File: src/rtl/sha256_block_writer_if.sv
// Request/response register bus between the block writer (master) and a sha256 register slave.
// One write request is outstanding at a time; the response carries only an error flag.
interface sha256_block_writer_if #(
  parameter int unsigned DataWidth = 64,
  parameter int unsigned AddrWidth = 32,
  parameter int unsigned DataBytes = DataWidth / 8
);
   logic [DataWidth-1:0] reqdata;
   logic [AddrWidth-1:0] reqaddr;
   logic                 reqvalid;
   logic                 reqwrite;
   logic                 reqready;
   logic [DataBytes-1:0] reqstrobe;
   logic                 rspready;
   logic                 rspvalid;
   logic [DataWidth-1:0] rspdata;
   logic                 rsperror;

   modport master (
      output reqdata, reqaddr, reqvalid, reqwrite, reqstrobe, rspready,
      input  reqready, rspvalid, rspdata, rsperror
   );

   modport slave (
      input  reqdata, reqaddr, reqvalid, reqwrite, reqstrobe, rspready,
      output reqready, rspvalid, rspdata, rsperror
   );
endinterface

File: src/rtl/sha256_block_writer.sv
// Writes one message block word-by-word into a sha256 register slave, starts the core,
// collects and acknowledges the digest, then hands it upstream.
module sha256_block_writer #(
   parameter int unsigned DataWidth     = 64,
   parameter int unsigned AddrWidth     = 32,
   parameter int unsigned DataBytes     = DataWidth / 8,
   parameter int unsigned BlockWidth    = 512,
   parameter logic [AddrWidth-1:0] BaseAddr = '0,
   parameter int unsigned TimeoutCycles = 1024
) (
   input  logic                  clk_i,
   input  logic                  rst_i,
   input  logic [BlockWidth-1:0] blk_data_i,
   input  logic                  blk_valid_i,
   output logic                  blk_ready_o,
   sha256_block_writer_if.master m,
   output logic                  sha_process_o,
   input  logic [255:0]          sha_digest_i,
   input  logic                  sha_digestvalid_i,
   output logic                  sha_digestack_o,
   output logic [255:0]          digest_o,
   output logic                  digest_valid_o,
   input  logic                  digest_ready_i,
   output logic                  err_o
);

   localparam int unsigned NumWords = BlockWidth / DataWidth;
   localparam int unsigned KW       = (NumWords > 1) ? $clog2(NumWords) : 1;
   localparam int unsigned TW       = $clog2(TimeoutCycles + 1);

   typedef enum logic [2:0] {
      StIdle, StReq, StRsp, StProc, StWaitDig, StAck, StOut
   } state_e;

   state_e                state_q, state_d;
   logic [KW-1:0]         k_q, k_d;
   logic [TW-1:0]         tcnt_q, tcnt_d;
   logic [BlockWidth-1:0] blk_q, blk_d;
   logic [255:0]          digest_q, digest_d;
   logic                  err_q, err_d;

   logic                  timed_out;
   logic [TW-1:0]         tcnt_inc;
   logic                  in_req;
   logic                  unused_rspdata;

   assign unused_rspdata = ^m.rspdata;

   // Expiry is judged on the last waiting cycle so the awaited event still wins a tie.
   assign timed_out = (tcnt_q >= TW'(TimeoutCycles - 1));
   assign tcnt_inc  = (tcnt_q == TW'(TimeoutCycles)) ? tcnt_q : tcnt_q + TW'(1);

   always_ff @(posedge clk_i or posedge rst_i) begin
      if (rst_i) begin
         state_q  <= StIdle;
         k_q      <= '0;
         tcnt_q   <= '0;
         blk_q    <= '0;
         digest_q <= '0;
         err_q    <= 1'b0;
      end else begin
         state_q  <= state_d;
         k_q      <= k_d;
         tcnt_q   <= tcnt_d;
         blk_q    <= blk_d;
         digest_q <= digest_d;
         err_q    <= err_d;
      end
   end

   always_comb begin
      state_d  = state_q;
      k_d      = k_q;
      tcnt_d   = tcnt_q;
      blk_d    = blk_q;
      digest_d = digest_q;
      err_d    = 1'b0;
      unique case (state_q)
         StIdle: begin
            if (blk_valid_i) begin
               blk_d   = blk_data_i;
               k_d     = '0;
               state_d = StReq;
            end
         end
         StReq: begin
            if (m.reqready) begin
               tcnt_d  = '0;
               state_d = StRsp;
            end
         end
         StRsp: begin
            if (m.rspvalid) begin
               if (m.rsperror) begin
                  err_d   = 1'b1;
                  state_d = StIdle;
               end else if (k_q == KW'(NumWords - 1)) begin
                  state_d = StProc;
               end else begin
                  k_d     = k_q + KW'(1);
                  state_d = StReq;
               end
            end else if (timed_out) begin
               err_d   = 1'b1;
               state_d = StIdle;
            end else begin
               tcnt_d = tcnt_inc;
            end
         end
         StProc: begin
            tcnt_d  = '0;
            state_d = StWaitDig;
         end
         StWaitDig: begin
            if (sha_digestvalid_i) begin
               digest_d = sha_digest_i;
               state_d  = StAck;
            end else if (timed_out) begin
               err_d   = 1'b1;
               state_d = StIdle;
            end else begin
               tcnt_d = tcnt_inc;
            end
         end
         StAck: state_d = StOut;
         StOut: begin
            if (digest_ready_i) state_d = StIdle;
         end
         default: state_d = StIdle;
      endcase
   end

   assign in_req = (state_q == StReq);

   // Address and data are forced to zero outside REQ so the bus is quiet during reset.
   assign m.reqvalid  = in_req;
   assign m.reqwrite  = in_req;
   assign m.reqstrobe = in_req ? {DataBytes{1'b1}} : '0;
   assign m.reqdata   = in_req ? blk_q[k_q*DataWidth +: DataWidth] : '0;
   assign m.reqaddr   = in_req ? (BaseAddr + AddrWidth'(k_q) * AddrWidth'(DataBytes)) : '0;
   assign m.rspready  = (state_q == StRsp);

   // IDLE is the reset state, so ready is masked by reset to keep it low while held.
   assign blk_ready_o     = (state_q == StIdle) && !rst_i;
   assign sha_process_o   = (state_q == StProc);
   assign sha_digestack_o = (state_q == StAck);
   assign digest_valid_o  = (state_q == StOut);
   assign digest_o        = digest_q;
   assign err_o           = err_q;

endmodule

File: src/flat_wrapper.sv
// flat-port wrapper written by rule: the top's interface ports become plain ports
module sha256_block_writer_flat 
#(
   parameter int unsigned DataWidth     = 64,
   parameter int unsigned AddrWidth     = 32,
   parameter int unsigned DataBytes     = DataWidth / 8,
   parameter int unsigned BlockWidth    = 512,
   parameter logic [AddrWidth-1:0] BaseAddr = '0,
   parameter int unsigned TimeoutCycles = 1024
)
  (clk_i, rst_i, blk_data_i, blk_valid_i, blk_ready_o, sha_process_o, sha_digest_i, sha_digestvalid_i, sha_digestack_o, digest_o, digest_valid_o, digest_ready_i, err_o, m_reqdata, m_reqaddr, m_reqvalid, m_reqwrite, m_reqstrobe, m_rspready, m_reqready, m_rspvalid, m_rspdata, m_rsperror);
  sha256_block_writer_if #(.DataWidth(DataWidth), .AddrWidth(AddrWidth), .DataBytes(DataBytes)) m_i ();
  input  logic clk_i;
  input  logic rst_i;
  input  logic [BlockWidth-1:0] blk_data_i;
  input  logic blk_valid_i;
  output logic blk_ready_o;
  output logic sha_process_o;
  input  logic [255:0] sha_digest_i;
  input  logic sha_digestvalid_i;
  output logic sha_digestack_o;
  output logic [255:0] digest_o;
  output logic digest_valid_o;
  input  logic digest_ready_i;
  output logic err_o;
  output wire logic [$bits(m_i.reqdata)-1:0] m_reqdata;
  output wire logic [$bits(m_i.reqaddr)-1:0] m_reqaddr;
  output wire logic [$bits(m_i.reqvalid)-1:0] m_reqvalid;
  output wire logic [$bits(m_i.reqwrite)-1:0] m_reqwrite;
  output wire logic [$bits(m_i.reqstrobe)-1:0] m_reqstrobe;
  output wire logic [$bits(m_i.rspready)-1:0] m_rspready;
  input wire logic [$bits(m_i.reqready)-1:0] m_reqready;
  input wire logic [$bits(m_i.rspvalid)-1:0] m_rspvalid;
  input wire logic [$bits(m_i.rspdata)-1:0] m_rspdata;
  input wire logic [$bits(m_i.rsperror)-1:0] m_rsperror;
  assign m_reqdata = m_i.reqdata;
  assign m_reqaddr = m_i.reqaddr;
  assign m_reqvalid = m_i.reqvalid;
  assign m_reqwrite = m_i.reqwrite;
  assign m_reqstrobe = m_i.reqstrobe;
  assign m_rspready = m_i.rspready;
  assign m_i.reqready = m_reqready;
  assign m_i.rspvalid = m_rspvalid;
  assign m_i.rspdata = m_rspdata;
  assign m_i.rsperror = m_rsperror;
  sha256_block_writer #(.DataWidth(DataWidth), .AddrWidth(AddrWidth), .DataBytes(DataBytes), .BlockWidth(BlockWidth), .BaseAddr(BaseAddr), .TimeoutCycles(TimeoutCycles)) u_core (.clk_i(clk_i), .rst_i(rst_i), .blk_data_i(blk_data_i), .blk_valid_i(blk_valid_i), .blk_ready_o(blk_ready_o), .m(m_i), .sha_process_o(sha_process_o), .sha_digest_i(sha_digest_i), .sha_digestvalid_i(sha_digestvalid_i), .sha_digestack_o(sha_digestack_o), .digest_o(digest_o), .digest_valid_o(digest_valid_o), .digest_ready_i(digest_ready_i), .err_o(err_o));
endmodule
File: config.mk
export PLATFORM = sky130hd
export DESIGN_NAME = sha256_block_writer_flat
export DESIGN_NICKNAME = d
export VERILOG_FILES = /design/src/rtl/sha256_block_writer_if.sv /design/src/rtl/sha256_block_writer.sv /design/src/flat_wrapper.sv
export SDC_FILE = /design/constraint.sdc
export NUM_CORES = 1
export LEC_CHECK = 0
export ABC_AREA = 1
export BUFFER_PORTS_ARGS = -buffer_cell sky130_fd_sc_hd__buf_2
export CAP_MARGIN = 20
export CORE_AREA = 3 3 467 469
export DETAILED_ROUTE_END_ITERATION = 8
export DIE_AREA = 0 0 470 472
export PLACE_DENSITY = 0.42
export SYNTH_ARGS = -nofsm -noshare
export SYNTH_HDL_FRONTEND = slang
export SYNTH_SLANG_ARGS = --single-unit
File: constraint.sdc
create_clock -name clk_i -period 45.2 [get_ports clk_i]
set_input_delay 9.04 -clock clk_i [delete_from_list [all_inputs] [get_ports clk_i]]
set_output_delay 9.04 -clock clk_i [all_outputs]
set_load 0.01 [all_outputs]
Word level (Yosys, flattened, before mapping):

Cells that the tools add are included.
Widths: inputs -> output; s select.

* register bits: 786
* input port bits: 840
* output and inout bits: 368

* $add $sub $neg: 2
* $lt $le $gt $ge: 1
* equal/unequal tests: 16
* shift operators: 1
* muxes and demuxes: 28
* reduce and logical (&&, ||, !) cells: 10

Operators by type and width (count)
* $shiftx 512x10->64: 1
* $mux 64: 1
* $mux 11: 5
* $pmux 11 s4: 1
* $mux 3: 11
* $pmux 3 s7: 1
* $eq 3x3->1 const B: 4
* $ne 2x2->1 const B: 6
* $add 11x1->11 const B: 1
* $eq 11x11->1 const B: 1
* $ge 11x10->1 const B: 1
* $mux 8: 1
* $eq 3x2->1 const B: 2
* $mux 6: 1
* $pmux 3 s2: 1
* $reduce_and 5->1: 1
* $mux 1: 4
* $ne 2x1->1 const B: 2
* $reduce_and 2->1: 2
* $reduce_and 4->1: 1
* $reduce_bool 4->1: 1
* $add 3x1->3 const B: 1
* $eq 3x1->1 const B: 1
* $logic_not 3->1: 1
* other kinds (6): 6

Logic depth before layout (Yosys ltp):

Gate-level depths: netlist of the first run.

* depth in word-level cells: 5
* depth in mapped cells: 11
* mapped depth without buffers: 10

Least setup slack after synthesis of the first run:

No wires, ideal clock.

* path kind: input to output
* start: input port rst_i
* end: output port blk_ready_o
* arrival time: 9.209 ns
* setup slack: 26.951 ns
* stages on the path: 1
* path buffers: 0
* cells stage by stage: nor2_1

* cells in the longest elaborated chain, start to end: 2

RTL lines
* start: declaration: line flat_wrapper.sv:14 `input logic rst_i;`
* $logic_not 1->1 (no line)
* $logic_and 1x1->1: line sha256_block_writer.sv:144 `assign blk_ready_o = (state_q == StIdle) && !rst_i;`
* end: declaration: line flat_wrapper.sv:17 `output logic blk_ready_o;`

Every way passes these cells.

Worst setup path after layout of the first run:

Same ends and word-level chain as after synthesis.

==> impl_metrics.env, run 1 <==
export IMPL_cp_end_kind="output pin"
export IMPL_avgRoutedWirePerCell_um=23.5
export IMPL_crit_required_ps=36160
export IMPL_track_usage_pct=14.8
export IMPL_fin_nets=5050
export IMPL_async_flop_share_pct=100
export IMPL_initial_core_util_pct=16.2
export IMPL_die_w_um=470
export IMPL_path_clk_slew_ps=60
export IMPL_finalWorstSetupSlack_ps=26740
export IMPL_use_met1_pct=15.6
export IMPL_drc=0
export IMPL_outcome="finished, final reports clean"
export IMPL_reg2regPathDepth=10
export IMPL_cp_depth=3
export IMPL_postRouteWirelength_mm=169
export IMPL_htree_levels=3
export IMPL_ant_nets=0
export IMPL_clockBufferDepth=3
export IMPL_grt_pass1_wl_mm=230
export IMPL_grt_max_degree=192
export IMPL_firstDrtPassIters=5
export IMPL_min_path_type="flop to flop"
export IMPL_dp_cells=6941
export IMPL_synthToLayoutAreaGrowth_pct=33.5
export IMPL_crit_chain="buf_2 -> nor2_1 -> buf_2"
export IMPL_synth_top_cell_area_share_pct=56.7
export IMPL_drt_iter0_markers=1538
export IMPL_ys_warn_count=0
export IMPL_critPathLaunchType="input pin"
export IMPL_vias=28200
export IMPL_fin_tns_setup_ps=0
export IMPL_finalClockSkew_ps=50.2
export IMPL_max_freq_mhz=54.2
export IMPL_p_leak_nw=21.1
export IMPL_min_period_ps=18460
export IMPL_synth_largest_area_cell="dfrtp_1"
export IMPL_synth_cell_type_count=28
export IMPL_grt_pass1_vias=28100
export IMPL_final_setup_viol_count=0
export IMPL_cpMaxStageDelayCell="buf_2"
export IMPL_drt_vias_per_instance=3.90
export IMPL_cp_slowest_stage_delay_ps=140
export IMPL_cts_root_buffer="clkbuf_16"
export IMPL_port_buffers=1114
export IMPL_fillers=23600
export IMPL_syn_area_mm2=0.0347
export IMPL_post_route_period_util_pct=40.8
export IMPL_die_area_mm2=0.222
export IMPL_synth_seq_area_share_pct=56.7
export IMPL_worstPathArrival_ps=9420
export IMPL_cts_sinks=786
export IMPL_synth_top_flop_cell="dfrtp_1"
export IMPL_core_area_mm2=0.214
export IMPL_powerDensity_mw_per_mm2=70.7
export IMPL_drive_above_1_share_pct=44.1
export IMPL_finalNonFillerCells=7211
export IMPL_postCtsSetupBuffers=0
export IMPL_die_h_um=472
export IMPL_cts_tree="done"
export IMPL_worst_path_dominant_cell_family="buffers and inverters"
export IMPL_slew_headroom_pct=20.8
export IMPL_grtUsageMet2_pct=26.3
export IMPL_antenna_found_initial=195
export IMPL_ir_drop_uv=36.2
export IMPL_maxSlewViolCount=0
export IMPL_holdPathStages=1
export IMPL_grt_overflow_total=0
export IMPL_crit_buf_inv=2
export IMPL_holdWs_ps=485
export IMPL_rsz0062_at_grt="false"
export IMPL_synth_edf_count=0
export IMPL_worst_skew_pair_late_latency_ps=750
export IMPL_synthTopCellsByArea="dfrtp_1 (57%), mux2_2 (18%), o21ai_0 (6.9%)"
export IMPL_synth_avg_cell_area_um2=10.9
export IMPL_place_gp_congestion=0.874
export IMPL_path_max_fanout=2
export IMPL_preCtsSetupSlack_ps=26750
export IMPL_dp_hpwl_mm=131
export IMPL_postCtsHoldBufs=0
export IMPL_tightest_slew_ps=1190
export IMPL_syn_instance_count=3171
export IMPL_use_met3_pct=5.29
export IMPL_numCtsBuffers=99
export IMPL_ios=1208
export IMPL_synth_seq_cells=786
export IMPL_path_common_cell="buf_2"
export IMPL_rows=170
export IMPL_path_class="input pin to output pin"
export IMPL_hold_viol_final=0
export IMPL_maxCapViolCount=0
export IMPL_grt_busiest_layer="met2"
export IMPL_layout_commonest_cell="buf_2"
export IMPL_layout_common_cells="buf_2 (1114), dfrtp_1 (784), mux2_2 (565)"
export IMPL_cts_resized=0
-- logic make-up after synthesis --
family	count (synthesis)	share of synthesized area [%]
flip-flops	786	56.7
AO/OA/AOI/OAI	723	10.4
AND/OR/NAND/NOR	602	6.92
multiplexers	576	18.7
buffers and inverters	473	6.88
XOR/XNOR	6	0.152
adder cells (fa/ha/maj)	4	0.144
other	1	0.0108
-- Yosys cell counts, types with 6 or more instances --
| cell | n |
|---|---|
| inv_1 | 218 |
| xor2_1 | 6 |
| buf_6 | 36 |
| clkbuf_1 | 77 |
| a21oi_1 | 193 |
| mux2_1 | 11 |
| nand2_1 | 422 |
| buf_1 | 17 |
| o21ai_0 | 479 |
| buf_2 | 45 |
| mux2_2 | 565 |
| nor2_1 | 86 |
| dfrtp_1 | 786 |
| nand3_1 | 78 |
| buf_4 | 75 |
| o21ai_1 | 50 |
-- layout make-up --
class,count,area [µm²],area share [%]
Clock inverter,29,382,0.824
Timing Repair Buffer,1156,5980,12.9
Antenna cell,90,225,0.487
Multi-Input combinational cell,1940,12700,27.5
Inverter,223,853,1.84
Clock buffer,149,2890,6.23
Sequential cell,786,19700,42.5
Tap cell,2838,3550,7.67
-- worst reg2reg max path: cells and delay by family (launching register included) --
family                 cells  cell delay (ps)
flip-flops                 1              400
AND/OR/NAND/NOR            3              890
buffers and inverters      6             3120
multiplexers               1              480
-- registers in the layout (all words and copies together), names as in the netlist --
| signal | flops |
|---|---|
| u_core.state_q | 3 |
| u_core.blk_q | 512 |
| u_core.k_q | 3 |
| u_core.digest_o | 256 |
| u_core.err_o | 1 |
| u_core.tcnt_q | 11 |
-- power breakdown --
part / leakage (nW) / switching, W / internal, W
registers: 9.46 / 0.000167 / 0.00105
logic: 10.1 / 0.000728 / 0.000519
clock network: 1.60 / 0.000339 / 0.000466
-- path summary, 6_finish.rpt --
kind                                   start                end  slack [ps]
setup / recovery                       rst_i        blk_ready_o       26740
hold / removal             u_core.blk_q[418]  u_core.blk_q[418]         480
setup reg to reg           u_core.state_q[1]  u_core.blk_q[214]       40170
hold reg to reg            u_core.blk_q[418]  u_core.blk_q[418]         480
max in group asynchronous              rst_i  u_core.blk_q[146]       32340
min in group asynchronous              rst_i  u_core.blk_q[132]        8360
-- stage by stage --
step | util (%) | total power [W] | area (µm²)
floorplan | - | 0.00200 | 34800
global placement | 19.9 | 0.00249 | 42700
detailed placement | 19.9 | 0.00252 | 42700
CTS | 21.5 | 0.00335 | 46000
global route | 21.5 | 0.00352 | 46200
finish | 21.6 | 0.00327 | 46300
-- per-layer routing --
metal | part of all wire [%] | vias to the layer above
li1 | - | 12800
met4 | 4.5 | 78
met5 | 0.27 | -
met1 | 37 | 13800
met2 | 51 | 1049
met3 | 8.0 | 384
Power figures use the tool's default switching activity.
==> run 2, diff against run 1 <==
--- a/config.mk
+++ b/config.mk
@@ -5,13 +5,13 @@
 export SDC_FILE = /design/constraint.sdc
 export NUM_CORES = 1
 export LEC_CHECK = 0
-export ABC_AREA = 1
+export ABC_AREA = 0
 export BUFFER_PORTS_ARGS = -buffer_cell sky130_fd_sc_hd__buf_2
 export CAP_MARGIN = 20
-export CORE_AREA = 3 3 467 469
+export CORE_AREA = 3 3 475 477
 export DETAILED_ROUTE_END_ITERATION = 8
-export DIE_AREA = 0 0 470 472
-export PLACE_DENSITY = 0.42
+export DIE_AREA = 0 0 478 480
+export PLACE_DENSITY = 0.41
 export SYNTH_ARGS = -nofsm -noshare
 export SYNTH_HDL_FRONTEND = slang
 export SYNTH_SLANG_ARGS = --single-unit
==> constraint.sdc (replaced) <==
create_clock -name clk_i -period 16.2 [get_ports clk_i]
set_input_delay 3.24 -clock clk_i [delete_from_list [all_inputs] [get_ports clk_i]]
set_output_delay 3.24 -clock clk_i [all_outputs]
set_load 0.01 [all_outputs]
==> run 2 against run 1 <==
Effect of this change: cell count down 13%; global-route usage shrank 1.3 points; via count down 19%; die area grew 3.4%; flip-flop and latch count unchanged; synthesized cell count down 34%; worst hold slack better by 14 ps; power rose to 2.8 times the previous value; area after synthesis is 2.7% lower; non-clock buffer count down 15; clock skew is 14 ps lower; largest cell class unchanged; largest power group is now registers; highest routed layer unchanged.
==> impl_metrics.env, run 2 <==
export IMPL_core_area_mm2=0.222
export IMPL_cts_sinks=786
export IMPL_max_freq_mhz=133
export IMPL_whs_endpoint="u_core.blk_q[155]"
export IMPL_htree_levels=3
export IMPL_crit_chain="buf_4 -> buf_4 -> mux4_2 -> mux2i_1 -> nor2_1 -> buf_2"
export IMPL_drc=0
export IMPL_rrSetupSlack_ps=12250
export IMPL_drive_above_1_share_pct=67.1
export IMPL_ir_drop_uv=107
export IMPL_min_path_type="flop to flop"
export IMPL_synth_edf_count=0
export IMPL_grt_max_degree=169
export IMPL_synthToLayoutAreaGrowth_pct=35.9
export IMPL_antenna_found_initial=118
export IMPL_dp_hpwl_mm=124
export IMPL_slew_headroom_pct=22.8
export IMPL_r2r_end="u_core.digest_o[92]"
export IMPL_die_h_um=480
export IMPL_tightest_slew_ps=1160
export IMPL_numCtsBuffers=100
export IMPL_finalWorstSetupSlack_ps=8660
export IMPL_path_class="flop to output pin"
export IMPL_maxCapViolCount=0
export IMPL_ys_warn_count=0
export IMPL_rsz0062_at_grt="false"
export IMPL_postCtsSetupBuffers=0
export IMPL_fin_tns_setup_ps=0
export IMPL_synth_most_common_cell="dfrtp_1"
export IMPL_worst_path_dominant_cell_family="buffers and inverters"
export IMPL_finalClockSkew_ps=35.9
export IMPL_holdPathStages=1
export IMPL_layout_commonest_cell="buf_2"
export IMPL_postCtsHoldBufs=0
export IMPL_initial_core_util_pct=15.2
export IMPL_seqCellArea_mm2=0.0197
export IMPL_p_leak_nw=19.7
export IMPL_crit_buf_inv=3
export IMPL_clockBufferDepth=3
export IMPL_path_max_fanout=36
export IMPL_port_buffers=1114
export IMPL_hold_path_startpoint="u_core.blk_q[155]"
export IMPL_async_flop_share_pct=100
export IMPL_layout_common_cells="buf_2 (1114), dfrtp_1 (783), mux2_2 (769)"
export IMPL_avgRoutedWirePerCell_um=25.1
export IMPL_postRouteWirelength_mm=158
export IMPL_powerDensity_mw_per_mm2=202
export IMPL_syn_area_mm2=0.0337
export IMPL_rows=173
export IMPL_top_register="u_core.blk_q"
export IMPL_synthTopCellsByArea="dfrtp_1 (58%), mux2_2 (26%), mux4_2 (8.6%)"
export IMPL_reg2regPathDepth=6
export IMPL_synth_seq_area_share_pct=58.3
export IMPL_synth_largest_area_cell="dfrtp_1"
export IMPL_critPathLaunchType="flop"
export IMPL_grt_pass1_vias=24500
export IMPL_holdWs_ps=499
export IMPL_largest_reg_flops=512
export IMPL_synth_seq_cells=786
export IMPL_synth_top_flop_cell="dfrtp_1"
export IMPL_fin_nets=4040
export IMPL_cts_root_buffer="clkbuf_16"
export IMPL_path_clk_slew_ps=50
export IMPL_maxSlewViolCount=0
export IMPL_synth_top_cell_area_share_pct=58.3
export IMPL_grt_overflow_total=0
export IMPL_path_common_cell="buf_4"
export IMPL_grt_pass1_wl_mm=212
export IMPL_fin_area_mm2=0.0458
export IMPL_cp_slowest_stage_delay_ps=920
export IMPL_cp_end_kind="output pin"
export IMPL_syn_instance_count=2099
export IMPL_final_setup_viol_count=0
export IMPL_r2r_start="u_core.state_q[2]"
export IMPL_crit_required_ps=12960
export IMPL_cts_resized=0
export IMPL_preCtsSetupSlack_ps=9090
export IMPL_die_area_mm2=0.229
export IMPL_synth_avg_cell_area_um2=16.1
export IMPL_ios=1208
export IMPL_post_dp_cell_area_mm2=0.0425
export IMPL_firstDrtPassIters=4
export IMPL_min_period_ps=7540
export IMPL_drt_vias_per_instance=3.61
export IMPL_synth_common_cells="dfrtp_1 (786), mux2_2 (769), mux4_2 (128), buf_2 (101), nor2_1 (75)"
export IMPL_multi_input_comb_area_mm2=0.0132
export IMPL_die_w_um=478
export IMPL_post_route_period_util_pct=46.5
export IMPL_outcome="finished, final reports clean"
export IMPL_track_usage_pct=13.4
export IMPL_synth_cell_type_count=45
export IMPL_worstPathArrival_ps=4300
export IMPL_vias=22700
export IMPL_worst_skew_pair_late_latency_ps=740
export IMPL_place_gp_congestion=0.922
export IMPL_drt_iter0_markers=1049
export IMPL_cpMaxStageDelayCell="dfrtp_4"
export IMPL_cts_tree="done"
export IMPL_ant_nets=0
export IMPL_hold_viol_final=0
export IMPL_fillers=24100
[run 2: cell types whose count changed in the layout (fill, tap and decap cells not counted), sizes merged, moves of 15 or more]
| cell | previous run | this run |
|---|---|---|
| mux4 | 0 | 128 |
| nor2 | 91 | 75 |
| diode | 90 | 44 |
| a21oi | 193 | 7 |
| mux2i | 0 | 65 |
| inv | 226 | 12 |
| mux2 | 576 | 769 |
| nand3 | 78 | 4 |
| buf | 1156 | 1141 |
| nand2 | 423 | 10 |
| o21ai | 529 | 12 |
[run 2: how the worst max path moves through the flow]
stage                  start         endpoint  cells past startpoint
2_1_floorplan          rst_i  u_core.blk_q[0]                      1
3_5_place_dp           rst_i      blk_ready_o                      3
5_1_grt        u_core.k_q[0]    m_reqdata[41]                      6
3_3_place_gp           rst_i      blk_ready_o                      3
4_1_cts        u_core.k_q[0]    m_reqdata[41]                      6
6_report       u_core.k_q[0]    m_reqdata[41]                      6
[run 2: through the flow]
stage | util (%) | instances | power (W)
floorplan | - | 2127 | 0.00557
global placement | 19.2 | 6068 | 0.00713
detailed placement | 19.2 | 6069 | 0.00719
CTS | 20.6 | 6245 | 0.00951
global route | 20.6 | 6261 | 0.00986
finish | 20.6 | 6289 | 0.00926
[run 2: cell families (layout without fill, tap and decap cells)]
family / Yosys count / after routing / share of synthesized area, %
mux: 962 / 962 / 36.2
flops: 786 / 786 / 58.3
buf+inv: 183 / 1326 / 2.84
simple gates: 125 / 125 / 1.74
compound gates: 38 / 38 / 0.750
fa+ha+maj: 4 / 4 / 0.148
other cells: 1 / 73 / 0.0111
[run 2: metal layers]
metal / track usage [%] / wire [µm] / vias up
met5: 0 / 391 / -
met4: 5.14 / 6380 / 58
met1: 15.3 / 60700 / 11600
li1: - / - / 9886
met2: 21.4 / 72100 / 893
met3: 6.73 / 18500 / 265
[run 2: area by class of cell]
class,count,area share (%)
Sequential cell,786,43.0
Clock buffer,146,6.24
Clock inverter,30,0.683
Tap cell,2975,8.13
Timing Repair Buffer,1141,12.8
Inverter,9,0.0819
Multi-Input combinational cell,1158,28.8
Antenna cell,44,0.240
[run 2: power breakdown]
group / total [W] / internal [W] / switching [W]
logic: 0.00343 / 0.00175 / 0.00168
clock network: 0.00222 / 0.00127 / 0.000948
registers: 0.00360 / 0.00296 / 0.000644
total: 0.00926 / 0.00598 / 0.00327
